<file path="src/rtl/branch_seq_pkg.sv">
// Shared definitions for the branch fetch/execute sequencer.
//   state_e   : sequencer state encoding (IDLE, T0..T6, ERR)
//   cond_e    : two-bit branch condition codes from the instruction
//   CTRL_W    : width of the control strobe bundle
//   Ctrl*     : bit positions of each strobe inside ctrl
//   cond_eval : resolves a condition code against bus-value properties
package branch_seq_pkg;

    typedef enum logic [3:0] {
        StIdle = 4'd0,
        StT0   = 4'd1,
        StT1   = 4'd2,
        StT2   = 4'd3,
        StT3   = 4'd4,
        StT4   = 4'd5,
        StT5   = 4'd6,
        StT6   = 4'd7,
        StErr  = 4'd8
    } state_e;

    typedef enum logic [1:0] {
        CondZr = 2'b00,  // branch if zero
        CondNz = 2'b01,  // branch if non-zero
        CondPl = 2'b10,  // branch if positive (sign clear)
        CondMi = 2'b11   // branch if negative (sign set)
    } cond_e;

    localparam int unsigned CTRL_W = 15;

    localparam int unsigned CtrlPcOut   = 0;
    localparam int unsigned CtrlMarIn   = 1;
    localparam int unsigned CtrlIncPc   = 2;
    localparam int unsigned CtrlPcIn    = 3;
    localparam int unsigned CtrlZIn     = 4;
    localparam int unsigned CtrlZlowOut = 5;
    localparam int unsigned CtrlRamRead = 6;
    localparam int unsigned CtrlMdrIn   = 7;
    localparam int unsigned CtrlMdrOut  = 8;
    localparam int unsigned CtrlIrIn    = 9;
    localparam int unsigned CtrlGra     = 10;
    localparam int unsigned CtrlROut    = 11;
    localparam int unsigned CtrlConIn   = 12;
    localparam int unsigned CtrlYIn     = 13;
    localparam int unsigned CtrlCOut    = 14;

    function automatic logic cond_eval(input cond_e cond, input logic is_zero,
                                       input logic sign);
        logic res;
        unique case (cond)
            CondZr:  res = is_zero;
            CondNz:  res = ~is_zero;
            CondPl:  res = ~sign;
            CondMi:  res = sign;
            default: res = 1'b0;
        endcase
        return res;
    endfunction

endpackage

</file>
<file path="src/rtl/con_ff_logic.sv">
// Branch condition evaluator and condition flag register.
//   clock    : rising-edge clock
//   clear    : asynchronous active-low reset, clears the flag
//   con_in_i : load strobe; flag captures the evaluated condition
//   cond_i   : condition code field from the instruction
//   bus_i    : register value under test
//   con_o    : registered condition flag, held while con_in_i is low
module con_ff_logic
    import branch_seq_pkg::*;
#(
    parameter int unsigned DATA_W = 32
) (
    input  logic              clock,
    input  logic              clear,
    input  logic              con_in_i,
    input  logic [1:0]        cond_i,
    input  logic [DATA_W-1:0] bus_i,
    output logic              con_o
);

    logic con_q;
    logic con_d;
    logic cond_true;

    always_comb begin
        cond_true = cond_eval(cond_e'(cond_i), (bus_i == '0), bus_i[DATA_W-1]);
        con_d     = con_in_i ? cond_true : con_q;
    end

    always_ff @(posedge clock or negedge clear) begin
        if (!clear) begin
            con_q <= 1'b0;
        end else begin
            con_q <= con_d;
        end
    end

    assign con_o = con_q;

endmodule

</file>
<file path="src/rtl/branch_sequencer.sv">
// Control sequencer for one instruction fetch followed by a conditional branch.
//   clock     : rising-edge clock
//   clear     : asynchronous active-low reset
//   start     : begin a sequence (only honoured in IDLE or at the end of T6)
//   mem_ready : memory read data valid, sampled while in T1
//   ir        : instruction register contents (opcode and condition fields)
//   bus_in    : register value evaluated by the branch condition in T3
//   ctrl      : datapath strobe bundle, decoded from the registered state
//   con       : registered branch-condition flag
//   busy      : high in every state but IDLE
//   done      : one-cycle pulse in T6
//   illegal   : one-cycle pulse in T3 when the opcode is not a branch
//   timeout   : sticky flag, set when the memory wait limit is reached
module branch_sequencer
    import branch_seq_pkg::*;
#(
    parameter int unsigned       DATA_W    = 32,
    parameter int unsigned       OPC_W     = 5,
    parameter logic [OPC_W-1:0]  BR_OPCODE = 5'b00100,
    parameter int unsigned       COND_LSB  = 19,
    parameter int unsigned       WAIT_MAX  = 15
) (
    input  logic              clock,
    input  logic              clear,
    input  logic              start,
    input  logic              mem_ready,
    input  logic [DATA_W-1:0] ir,
    input  logic [DATA_W-1:0] bus_in,
    output logic [CTRL_W-1:0] ctrl,
    output logic              con,
    output logic              busy,
    output logic              done,
    output logic              illegal,
    output logic              timeout
);

    localparam int unsigned CntW = (WAIT_MAX > 1) ? $clog2(WAIT_MAX + 1) : 1;

    state_e          state_q, state_d;
    logic [CntW-1:0] wait_cnt_q, wait_cnt_d;
    logic            timeout_q, timeout_d;

    logic [OPC_W-1:0] opcode;
    logic [1:0]       cond_field;
    logic             is_branch;
    logic [CntW-1:0]  wait_cnt_inc;

    assign opcode       = ir[DATA_W-1 -: OPC_W];
    assign cond_field   = ir[COND_LSB+1:COND_LSB];
    assign is_branch    = (opcode == BR_OPCODE);
    assign wait_cnt_inc = wait_cnt_q + CntW'(1);

    // Only the opcode and condition fields matter here.
    logic unused_ir_bits;
    assign unused_ir_bits = ^ir;

    always_comb begin
        state_d    = state_q;
        wait_cnt_d = wait_cnt_q;
        timeout_d  = timeout_q;
        ctrl       = '0;
        done       = 1'b0;
        illegal    = 1'b0;

        unique case (state_q)
            StIdle: begin
                if (start) begin
                    state_d = StT0;
                end
            end
            StT0: begin
                ctrl[CtrlPcOut] = 1'b1;
                ctrl[CtrlMarIn] = 1'b1;
                ctrl[CtrlIncPc] = 1'b1;
                ctrl[CtrlZIn]   = 1'b1;
                wait_cnt_d      = '0;
                state_d         = StT1;
            end
            StT1: begin
                ctrl[CtrlZlowOut] = 1'b1;
                ctrl[CtrlRamRead] = 1'b1;
                ctrl[CtrlMdrIn]   = 1'b1;
                // The counter is still zero only in the first T1 cycle, so the
                // incremented PC is written back exactly once per fetch.
                ctrl[CtrlPcIn]    = (wait_cnt_q == '0);
                if (mem_ready) begin
                    wait_cnt_d = '0;
                    state_d    = StT2;
                end else begin
                    wait_cnt_d = wait_cnt_inc;
                    if (wait_cnt_inc == CntW'(WAIT_MAX)) begin
                        timeout_d = 1'b1;
                        state_d   = StErr;
                    end
                end
            end
            StT2: begin
                ctrl[CtrlMdrOut] = 1'b1;
                ctrl[CtrlIrIn]   = 1'b1;
                state_d          = StT3;
            end
            StT3: begin
                if (is_branch) begin
                    ctrl[CtrlGra]   = 1'b1;
                    ctrl[CtrlROut]  = 1'b1;
                    ctrl[CtrlConIn] = 1'b1;
                    state_d         = StT4;
                end else begin
                    illegal = 1'b1;
                    state_d = StIdle;
                end
            end
            StT4: begin
                ctrl[CtrlPcOut] = 1'b1;
                ctrl[CtrlYIn]   = 1'b1;
                state_d         = StT5;
            end
            StT5: begin
                ctrl[CtrlCOut] = 1'b1;
                ctrl[CtrlZIn]  = 1'b1;
                state_d        = StT6;
            end
            StT6: begin
                ctrl[CtrlZlowOut] = 1'b1;
                // Not-taken branch leaves PC at the value written in T1.
                ctrl[CtrlPcIn]    = con;
                done              = 1'b1;
                state_d           = start ? StT0 : StIdle;
            end
            StErr: begin
                state_d = StErr;
            end
            default: begin
                state_d = StIdle;
            end
        endcase
    end

    always_ff @(posedge clock or negedge clear) begin
        if (!clear) begin
            state_q    <= StIdle;
            wait_cnt_q <= '0;
            timeout_q  <= 1'b0;
        end else begin
            state_q    <= state_d;
            wait_cnt_q <= wait_cnt_d;
            timeout_q  <= timeout_d;
        end
    end

    assign busy    = (state_q != StIdle);
    assign timeout = timeout_q;

    con_ff_logic #(
        .DATA_W (DATA_W)
    ) u_con_ff_logic (
        .clock    (clock),
        .clear    (clear),
        .con_in_i (ctrl[CtrlConIn]),
        .cond_i   (cond_field),
        .bus_i    (bus_in),
        .con_o    (con)
    );

endmodule

</file>
<file path="config.mk">
export PLATFORM = sky130hd
export DESIGN_NAME = branch_sequencer
export DESIGN_NICKNAME = d
export VERILOG_FILES = /design/src/rtl/branch_seq_pkg.sv /design/src/rtl/con_ff_logic.sv /design/src/rtl/branch_sequencer.sv
export SDC_FILE = /design/constraint.sdc
export NUM_CORES = 1
export LEC_CHECK = 0
export ABC_AREA = 1
export CORE_MARGIN = 2
export CORE_UTILIZATION = 29
export DETAILED_ROUTE_END_ITERATION = 8
export PLACE_DENSITY = 0.81
export REMOVE_ABC_BUFFERS = 1
export SLEW_MARGIN = 5
export SYNTH_ARGS = -nofsm -noshare
export SYNTH_HDL_FRONTEND = slang
export SYNTH_SLANG_ARGS = --single-unit
export TNS_END_PERCENT = 1
</file>
<file path="constraint.sdc">
create_clock -name clock -period 1.96 [get_ports clock]
set_clock_uncertainty 0.2 [all_clocks]
set_input_delay 0.392 -clock clock [delete_from_list [all_inputs] [get_ports clock]]
set_output_delay 0.392 -clock clock [all_outputs]
set_load 0.005 [all_outputs]
</file>
==> qor.yml, run 1 <==
outcome: "complete, but fails checks"
failed_checks: "negative setup slack"
timing.final.crit_share: 1.062
crit_path_cell_trace: "buf_6 > nor2_2 > nand2_1 > buf_4 > inv_1 > clkdlybuf4s15_2"
postRouteWirelength_um: 2673
die_height_um: 58.01
synth-warning-count: 0
endpoint_kind: "output port"
synth_seq_cells: 10
period_needed_ns: 2.081
grt_antenna_before_repair: 0
post_synth_inst_count: 134
dieWidth_um: 58.01
cts_root_buffer: "clkbuf_4"
floorplan.rows: 19
setup-violations-final: 7
buffers_plus_inverters_on_the_worst_setup_path: 4
worst_skew_late_latency_ns: 0.27
groute.usage.overall: 0.1768
global_route_wire_length_before_repair_um: 4560
cts-hold-fix-buffers: 0
cts_tree: "yes"
critical_path.startpoint_type: "flop"
clk_transition_reported_paths_ns: 0.07
detail_routed_via_count_per_cell: 4.442
num_io_pins: 88
post_detailed_route_drc_marker_count: 0
synth_area_um2: 845.8
finish.instance_area_um2: 1723
power.static_leakage_uw: 0.0008839
num-nets-final: 292
grt_overflow: 0
tightest_slew_ns: 0.4542
routed-via-count: 1115
slack_of_the_worst_reg_to_reg_path_ns: 0.20
drt-initial-drc-count: 23
critical-path-top-delay-family: "buffers and inverters"
drive_above_1_share: 0.2818
dpl-instance-area_um2: 1580
critical_path.max_fanout: 6
final_max_slew_viol_count: 0
dp_hpwl_um: 2065
path_class: "flop to output port"
arrival_ns: 1.49
vias_in_the_first_global_route: 1131
synth.distinct_cells: 20
final_hold_viol_count: 0
layout_setup_ws_ns: -0.1209
route.detailed.wl_per_inst_um: 10.65
cts_max_level: 1
synth.yosys.seq_area_share: 0.2959
grt_setup_unrepaired: "true"
power_density_nw_per_um2: 1026
clock_sinks: 10
synthToLayoutAreaGrowth_pct: 103.7
largest_net_degree_at_the_start_of_global_routing: 11
total_negative_slack_ns: -0.3964
max-vdd-ir-drop_mv: 0.8135
report.power.total_uw: 1768
synth_area_per_cell_um2: 6.312
clk_path_buf_depth: 2
timing.critical_path.slowest_cell_delay_ns: 0.49
cp_data_required_time_ns: 1.37
buffer_ports.inserted: 62
detailedPlace.worstSlack_ns: -0.4485
crit_slowest_cell: "dfrtp_2"
gp_congestion: 0.8307
holdCritPathClass: "primary input to async pin"
drt_first_pass_iters: 4
fp.dieArea_um2: 3365
cts_made_buffers: 3
timing.max_cap.violations: 0
max_freq_mhz: 480.6
antenna_violating_nets_post_route: 0
initial_core_util: 0.3067
slew_headroom: 0.6963
core_region_area_um2: 2758
antenna_cells_inserted: 0
## worst paths after layout
kind                                                 from                         to  cells past startpoint
worst max-delay path               state_q[0]$_DFFE_PN0P_                   ctrl[14]                      6
worst min-delay path                                clear  wait_cnt_q[1]$_DFFE_PN0P_                      1
worst max register to register  wait_cnt_q[0]$_DFFE_PN0P_     state_q[3]$_DFFE_PN0P_                      8
worst min register to register        timeout$_DFFE_PN0P_        timeout$_DFFE_PN0P_                      1
max in group asynchronous                           clear     state_q[0]$_DFFE_PN0P_                      1
min in group clock                    timeout$_DFFE_PN0P_        timeout$_DFFE_PN0P_                      1
## cell usage after synthesis (all sizes together)
cell type	instances	area [µm²]
nand3b	1	7.510
a21oi	1	5.000
o21ai	7	35.03
nor2	36	151.4
inv	19	71.31
nor3	5	36.29
buf	6	45.04
dfrtp	10	250.2
or2	1	6.260
o21bai	1	7.510
ha	3	37.54
o22ai	1	6.260
xor2	2	17.52
nand3	6	30.03
nand2	35	138.9
## sequential cells by signal, indices dropped and copies added, names as in the netlist
signal / count
state_q: 4
timeout: 1
u_con_ff_logic.con_o: 1
wait_cnt_q: 4
## final cells by class
cell class | count | area [µm²]
Tap cell | 31 | 38.79
Multi-Input combinational cell | 99 | 535.5
Sequential cell | 10 | 251.5
Fill cell | 242 | 1035
Timing Repair Buffer | 88 | 789.5
Clock buffer | 4 | 36.28
Inverter | 19 | 71.32
## metrics by stage
| stage | util | instances | hold slack (ns) |
|---|---|---|---|
| 2_1_floorplan | - | 128 | -0.1036 |
| 3_3_place_gp | 0.5730 | 237 | 0.2669 |
| 3_5_place_dp | 0.5730 | 237 | 0.2806 |
| 4_1_cts | 0.6175 | 249 | 0.2369 |
| 5_1_grt | 0.6248 | 251 | 0.2534 |
| 6_report | 0.6248 | 251 | 0.2297 |
## per-layer routing
metal	GRT usage	routed length (µm)	up-vias
met5	0	0	-
met4	0.1130	66	0
met3	0.03348	144	7
met2	0.3328	1487	40
met1	0.1748	974	490
li1	-	-	578
## power breakdown
group | internal (µW) | switching (µW) | total, µW
clock | 113 | 75.3 | 188
combinational | 665 | 575 | 1240
sequential | 270 | 69.2 | 340
## cell usage in the layout (no fill, tap or decap)
cell type        instances
clkdlybuf4s50_1         43
nand2_1                 32
nor2_1                  29
buf_4                   23
inv_1                   14
dfrtp_1                  9
clkbuf_2                 6
inv_2                    5
nand3_1                  5
o21ai_0                  5
buf_6                    5
nor2_2                   4
ha_1                     3
clkbuf_4                 3
dlymetal6s2s_1           3
buf_2                    3
dlygate4sd2_1            3
nor2_4                   2
nand2_4                  2
nor3_4                   2
o21ai_1                  2
xor2_1                   2
nor3_1                   2
nand2_2                  1
nand3b_1                 1
nor3_2                   1
nand3_2                  1
nor2_8                   1
or2_1                    1
o21bai_1                 1
a21oi_1                  1
o22ai_1                  1
clkbuf_8                 1
clkdlybuf4s15_1          1
clkdlybuf4s15_2          1
dfrtp_2                  1
## timing repair
item | in CTS | in global routing
pin swaps | 5 | 4
buffers inserted | 8 | 2
cloned | 0 | 0
setup endpoints to repair | 18 | 15
gates resized for setup | 48 | 21
## cell families after synthesis
group / synth area share
simple gates: 0.4379
buf+inv: 0.1376
compound gates: 0.06361
flops: 0.2959
fa+ha+maj: 0.04438
xor+xnor: 0.02071
(Power assumes the default switching activity.)
==> run 2: changes to the inputs <==
- GPL_TIMING_DRIVEN: unset -> 0
- clock period: 1.96 -> 2.1 ns (I/O delays scaled with it)
==> run 2 against run 1 <==
The run still ends with negative setup slack left. Setup slack improved by 0.055 ns. Global-route usage shrank 3.8 points. Cell count is 6.0% lower. Largest cell class unchanged. Sequential share of layout area grew 0.83 points. Design area down 5.4%. First-iteration DRC count increased by 70%. Critical endpoint unchanged.
==> qor.yml, run 2 (synthesis results as in run 1) <==
outcome: "complete, but fails checks"  # unchanged
failed_checks: "negative setup slack"  # unchanged
dp_hpwl_um: 1862  # was 2065 µm
floorplan.rows: 19  # unchanged
routed-via-count: 1043  # was 1,115
wl_met1_um: 920  # was 974 µm
worst_skew_late_latency_ns: 0.25  # was 0.27 ns
postRouteWirelength_um: 2314  # was 2673 µm
clk_path_buf_depth: 2  # unchanged
final_cells: 236  # was 251
timing.max_cap.violations: 0  # unchanged
core_region_area_um2: 2758  # unchanged
initial_core_util: 0.3067  # unchanged
leading_cell_types_in_the_layout_fill_and_taps_excluded: "clkdlybuf4s50_1, nand2_1, nor2_1"  # unchanged
cts_root_buffer: "clkbuf_4"  # unchanged
ff_latch_area_um2: 251.5  # unchanged
dp.cells: 221  # was 237
buffers_plus_inverters_on_the_worst_setup_path: 2  # was 4
drt_first_pass_iters: 4  # unchanged
cts-hold-fix-buffers: 0  # unchanged
critical_path.startpoint_type: "flop"  # unchanged
pwr-share-comb: 0.697  # was 0.701
groute.usage.overall: 0.1393  # was 0.1768
endpoint_kind: "output port"  # unchanged
holdCritPathClass: "primary input to async pin"  # unchanged
dieWidth_um: 58.01  # unchanged
timing.critical_path.slowest_cell_delay_ns: 0.50  # was 0.49 ns
num-nets-final: 278  # was 292
vias_in_the_first_global_route: 994  # was 1,131
largestRegisters: "state_q (4), wait_cnt_q (4)"  # unchanged
filler_cell_count: 247  # was 242
antenna_violating_nets_post_route: 0  # unchanged
drive_above_1_share: 0.1951  # was 0.2818
critical-path-top-delay-family: "buffers and inverters"  # unchanged
critical_path.max_fanout: 7  # was 6
detailedPlace.worstSlack_ns: -0.5403  # was -0.4485 ns
pwr-share-seq: 0.222  # was 0.192
max_freq_mhz: 461.8
power.net_switching_uw: 608.8  # was 719.2 µW
crit_path_cell_trace: "nor2_2 > nand2_1 > inv_1 > clkdlybuf4s50_1"  # was buf_6 > nor2_2 > nand2_1 > buf_4 > inv_1 > clkdlybuf4s15_2
cts_tree: "yes"  # unchanged
global_route_wire_length_before_repair_um: 3732  # was 4560 µm
layout_commonest_cell: "clkdlybuf4s50_1"  # unchanged
cp_data_required_time_ns: 1.48  # was 1.37 ns
grt_overflow: 0  # unchanged
cts_made_buffers: 3  # unchanged
final_max_slew_viol_count: 0  # unchanged
route.detailed.wl_per_inst_um: 9.805  # was 10.65 µm
power.static_leakage_uw: 0.0008536  # was 0.0008839 µW
num_io_pins: 88  # unchanged
timing.rr.start: "state_q[1]$_DFFE_PN0P_"  # was wait_cnt_q[0]$_DFFE_PN0P_
path_class: "flop to output port"  # unchanged
die_height_um: 58.01  # unchanged
crit_path_start: "state_q[0]$_DFFE_PN0P_"  # unchanged
post_detailed_route_drc_marker_count: 0  # unchanged
finish.instance_area_um2: 1630  # was 1723 µm²
gp_congestion: 0.8382  # was 0.8307
route.top_layer_used: "met4"  # unchanged
clock_sinks: 10  # unchanged
switching_share: 0.4212  # was 0.4068
final_hold_viol_count: 0  # unchanged
detailroute.wirelength.met2_um: 1224  # was 1487 µm
buffer_ports.inserted: 62  # unchanged
drt-initial-drc-count: 39  # was 23
p_int_uw: 836.6  # was 1049 µW
timing.final.crit_share: 1.031
arrival_ns: 1.55  # was 1.49 ns
multi_input_area_um2: 535.5  # unchanged
met3_wire_length_um: 123  # was 144 µm
grt_setup_unrepaired: "true"  # unchanged
antenna_cells_inserted: 0  # unchanged
synthToLayoutAreaGrowth_pct: 92.75  # was 103.7%
setup-violations-final: 3  # was 7
power_density_nw_per_um2: 886.5  # was 1026 nW/µm²
period_needed_ns: 2.166
detail_routed_via_count_per_cell: 4.419  # was 4.442
largest_net_degree_at_the_start_of_global_routing: 11  # unchanged
crit_slowest_cell: "clkdlybuf4s50_1"  # was dfrtp_2
fp.dieArea_um2: 3365  # unchanged
slew_headroom: 0.7139  # was 0.6963
tightest_slew_ns: 0.4278  # was 0.4542 ns
grt_antenna_before_repair: 0  # unchanged
clk_transition_reported_paths_ns: 0.06  # was 0.07 ns
layout_setup_ws_ns: -0.06564  # was -0.1209 ns
dpl-instance-area_um2: 1460  # was 1580 µm²
clock_power_share: 0.081  # was 0.107
cts_max_level: 1  # unchanged
max-vdd-ir-drop_mv: 0.7116  # was 0.8135 mV
run 2: changes by cell type in the layout (fill, tap and decap cells not counted), sizes merged:
| cell | change |
|---|---|
| buf | -16 |
| clkbuf | -5 |
| clkdlybuf4s50 | +4 |
| dlymetal6s2s | +3 |
| clkdlybuf4s15 | -1 |
run 2: layout make-up:
class                      instances  area share
timing repair buffer              74      0.4359
inverter                          19     0.04375
tap                               31     0.02379
sequential                        10      0.1543
clock buffer                       3     0.01381
multi-input combinational         99      0.3285
run 2: routing by layer:
metal	track usage	vias to the layer above
met3	0.01339	6
met2	0.2776	40
met1	0.1460	447
met5	0	-
met4	0.05648	0
li1	-	550
run 2: per-stage QoR:
step | TNS [ns] | hold slack [ns] | utilization | total power [µW]
global placement | -1.809 | 0.2696 | 0.5295 | 1119
CTS | -0.3957 | 0.2900 | 0.5672 | 1362
finish | -0.1095 | 0.2760 | 0.5912 | 1445
floorplan | 0 | -0.07559 | - | 708.7
global route | -0.4197 | 0.2989 | 0.5912 | 1572
detailed placement | -1.869 | 0.2717 | 0.5295 | 1141
run 2: final timing paths:
kind / cells after the start / slack [ns] / endpoint
min reg2reg: 1 / 0.29 / timeout$_DFFE_PN0P_
min: 1 / 0.28 / wait_cnt_q[2]$_DFFE_PN0P_
max reg2reg: 10 / 0.35 / state_q[0]$_DFFE_PN0P_
max in group asynchronous: 1 / 1.10 / state_q[0]$_DFFE_PN0P_
min in group clock: 1 / 0.29 / timeout$_DFFE_PN0P_
max: 4 / -0.07 / ctrl[14]
run 2: what timing repair did:
item | in CTS | in global routing
endpoints found under the hold margin | 0 | 0
endpoints found under the setup margin | 18 | 15
pin swaps | 4 | 8
resized for setup | 33 | 17
setup buffers | 7 | 5
run 2: power by group through the flow:
stage | registers (µW) | clock network, µW | logic, µW
2_1_floorplan | 306 | 0 | 403
3_3_place_gp | 316 | 0 | 803
3_5_place_dp | 319 | 0 | 822
4_1_cts | 313 | 125 | 924
5_1_grt | 326 | 131 | 1110
6_report | 321 | 117 | 1010
==> run 3: changes to the inputs <==
- GPL_TIMING_DRIVEN: 0 -> unset
- SKIP_LAST_GASP: unset -> 1
==> run 3 against run 2 <==
Setup slack lost 0.11 ns. Global-route usage increased by 0.47 points. Largest power group unchanged. Critical path depth rose by 1. Power shrank 0.44%. Largest cell class unchanged. The run still ends with negative setup slack left. Critical endpoint is now ctrl[4]. Clock-buffer cell count is 1 higher. Hold slack worse by 0.0045 ns.
==> qor.yml, run 3 (synthesis results as in run 1) <==
outcome: "complete, but fails checks"  # unchanged
failed_checks: "negative setup slack"  # unchanged
worst_skew_late_latency_ns: 0.26  # was 0.25 ns
antenna_cells_inserted: 0  # unchanged
drive_above_1_share: 0.1869  # was 0.1951
postLayoutCoreUtil: 0.6007  # was 0.5912
final_hold_viol_count: 0  # unchanged
tightest_slew_ns: 0.4437  # was 0.4278 ns
drt-initial-drc-count: 32  # was 39
num-nets-final: 286  # was 278
timing.final.crit_share: 1.085  # was 1.031
cts_max_level: 1  # unchanged
slew_headroom: 0.7033  # was 0.7139
dieWidth_um: 58.01  # unchanged
largest_net_degree_at_the_start_of_global_routing: 11  # unchanged
max_freq_mhz: 438.8  # was 461.8 MHz
endpoint_kind: "output port"  # unchanged
vias_in_the_first_global_route: 990  # was 994
dp.cells: 232  # was 221
crit_path_cell_trace: "buf_4 > nor2_1 > nand2_1 > nand2_1 > clkdlybuf4s50_1"  # was nor2_2 > nand2_1 > inv_1 > clkdlybuf4s50_1
global_route_wire_length_before_repair_um: 3815  # was 3732 µm
leading_cell_types_in_the_layout_fill_and_taps_excluded: "clkdlybuf4s50_1, nand2_1, nor2_1"  # unchanged
report.power.total_uw: 1439  # was 1445 µW
grt_antenna_before_repair: 0  # unchanged
holdCritPathClass: "primary input to async pin"  # unchanged
most_common_cell_type_on_the_critical_path: "nand2_1"
grt_setup_unrepaired: "true"  # unchanged
critical_path.max_fanout: 5  # was 7
floorplan.rows: 19  # unchanged
route.detailed.wl_per_inst_um: 9.469  # was 9.805 µm
power_density_nw_per_um2: 868.7  # was 886.5 nW/µm²
layout_commonest_cell: "clkdlybuf4s50_1"  # unchanged
grt_overflow: 0  # unchanged
cts_made_buffers: 3  # unchanged
period_needed_ns: 2.279  # was 2.166 ns
fp.dieArea_um2: 3365  # unchanged
layout_setup_ws_ns: -0.1787  # was -0.06564 ns
clk_path_buf_depth: 2  # unchanged
arrival_ns: 1.66  # was 1.55 ns
die_height_um: 58.01  # unchanged
clk_transition_reported_paths_ns: 0.06  # about the same
buffers_plus_inverters_on_the_worst_setup_path: 2  # unchanged
largestRegisters: "state_q (4), wait_cnt_q (4)"  # unchanged
critical-path-top-delay-family: "buffers and inverters"  # unchanged
buffer_ports.inserted: 62  # unchanged
initial_core_util: 0.3067  # unchanged
post_detailed_route_drc_marker_count: 0  # unchanged
core_region_area_um2: 2758  # unchanged
cts_root_buffer: "clkbuf_4"  # unchanged
power.static_leakage_uw: 0.0008181  # was 0.0008536 µW
max-vdd-ir-drop_mv: 0.7773  # was 0.7116 mV
postRouteWirelength_um: 2320  # was 2314 µm
path_class: "flop to output port"  # unchanged
crit_slowest_cell: "clkdlybuf4s50_1"  # unchanged
final_max_slew_viol_count: 0  # unchanged
drt_first_pass_iters: 4  # unchanged
detail_routed_via_count_per_cell: 4.359  # was 4.419
final_cells: 245  # was 236
num_io_pins: 88  # unchanged
routed-via-count: 1068  # was 1,043
antenna_violating_nets_post_route: 0  # unchanged
synthToLayoutAreaGrowth_pct: 95.86  # was 92.75%
clock_sinks: 10  # unchanged
timing.critical_path.slowest_cell_delay_ns: 0.49  # was 0.50 ns
gp_congestion: 0.8938  # was 0.8382
groute.usage.overall: 0.1440  # was 0.1393
critical_path.startpoint_type: "flop"  # unchanged
cts-hold-fix-buffers: 0  # unchanged
cts_tree: "yes"  # unchanged
cp_data_required_time_ns: 1.48  # about the same
dp_hpwl_um: 1898  # was 1862 µm
setup-violations-final: 19  # was 3
timing.max_cap.violations: 0  # unchanged
-- run 3: changes by cell type in the layout (fill, tap and decap cells not counted), sizes merged --
| cell | before | now |
|---|---|---|
| buf | 15 | 20 |
| clkbuf | 5 | 6 |
| clkdlybuf4s15 | 1 | 0 |
| clkdlybuf4s50 | 47 | 56 |
| dlymetal6s2s | 6 | 1 |
-- run 3: layout make-up --
class,count,area (µm²)
fill,243,1101
timing repair buffer,82,759.5
multi-input combinational,99,499.2
sequential,10,251.5
inverter,19,71.32
tap,31,38.79
clock buffer,4,36.28
-- run 3: report_power, final --
group | leakage, µW | switching [µW] | internal, µW
logic | 0.000666 | 435 | 523
registers | 0.000131 | 61.7 | 253
clock network | 0.0000210 | 61.9 | 105
-- run 3: worst paths after layout --
check / startpoint / endpoint / slack [ns] / cells after the start
max in group asynchronous: clear / state_q[0]$_DFFE_PN0P_ / 1.10 / 1
min in group clock: timeout$_DFFE_PN0P_ / timeout$_DFFE_PN0P_ / 0.28 / 1
setup / recovery: state_q[0]$_DFFE_PN0P_ / ctrl[4] / -0.18 / 5
setup reg to reg: state_q[1]$_DFFE_PN0P_ / state_q[0]$_DFFE_PN0P_ / 0.01 / 12
hold reg to reg: timeout$_DFFE_PN0P_ / timeout$_DFFE_PN0P_ / 0.28 / 1
hold / removal: clear / wait_cnt_q[2]$_DFFE_PN0P_ / 0.27 / 1
-- run 3: layer usage --
layer | GRT usage | wire [µm] | vias to the layer above
li1 | - | - | 567
met1 | 0.1504 | 934 | 464
met2 | 0.2890 | 1235 | 33
met3 | 0.01339 | 110 | 4
met4 | 0.05648 | 40 | 0
met5 | 0 | 0 | -
-- run 3: worst register-to-register path, stage by stage, from the launching register on --
cell and delay (ns):
dfrtp_1 0.44, nor2_1 0.09, nand2_1 0.10, nor2_2 0.06, buf_4 0.13, buf_4 0.13
buf_4 0.12, buf_4 0.12, buf_4 0.12, buf_4 0.12, buf_4 0.13, nor3_1 0.17
nor2_1 0.06
-- run 3: metrics by stage --
step           TNS (ns)  hold slack, ns  cell area [µm²]  setup slack (ns)
2_1_floorplan         0        -0.07559            800.8            0.4388
3_3_place_gp     -1.348          0.2670             1543           -0.3729
3_5_place_dp     -1.343          0.2717             1543           -0.3792
4_1_cts          -2.239          0.2788             1633           -0.2081
5_1_grt          -3.221          0.3006             1657           -0.2335
6_report         -1.655          0.2715             1657           -0.1787
-- run 3: timing repair --
action / 4_1_cts / 5_1_grt
cloned: 0 / 0
gates resized for setup: 9 / 9
pin swaps: 2 / 4
hold endpoints to repair: 0 / 0
buffers inserted: 7 / 2
setup endpoints to repair: 18 / 21
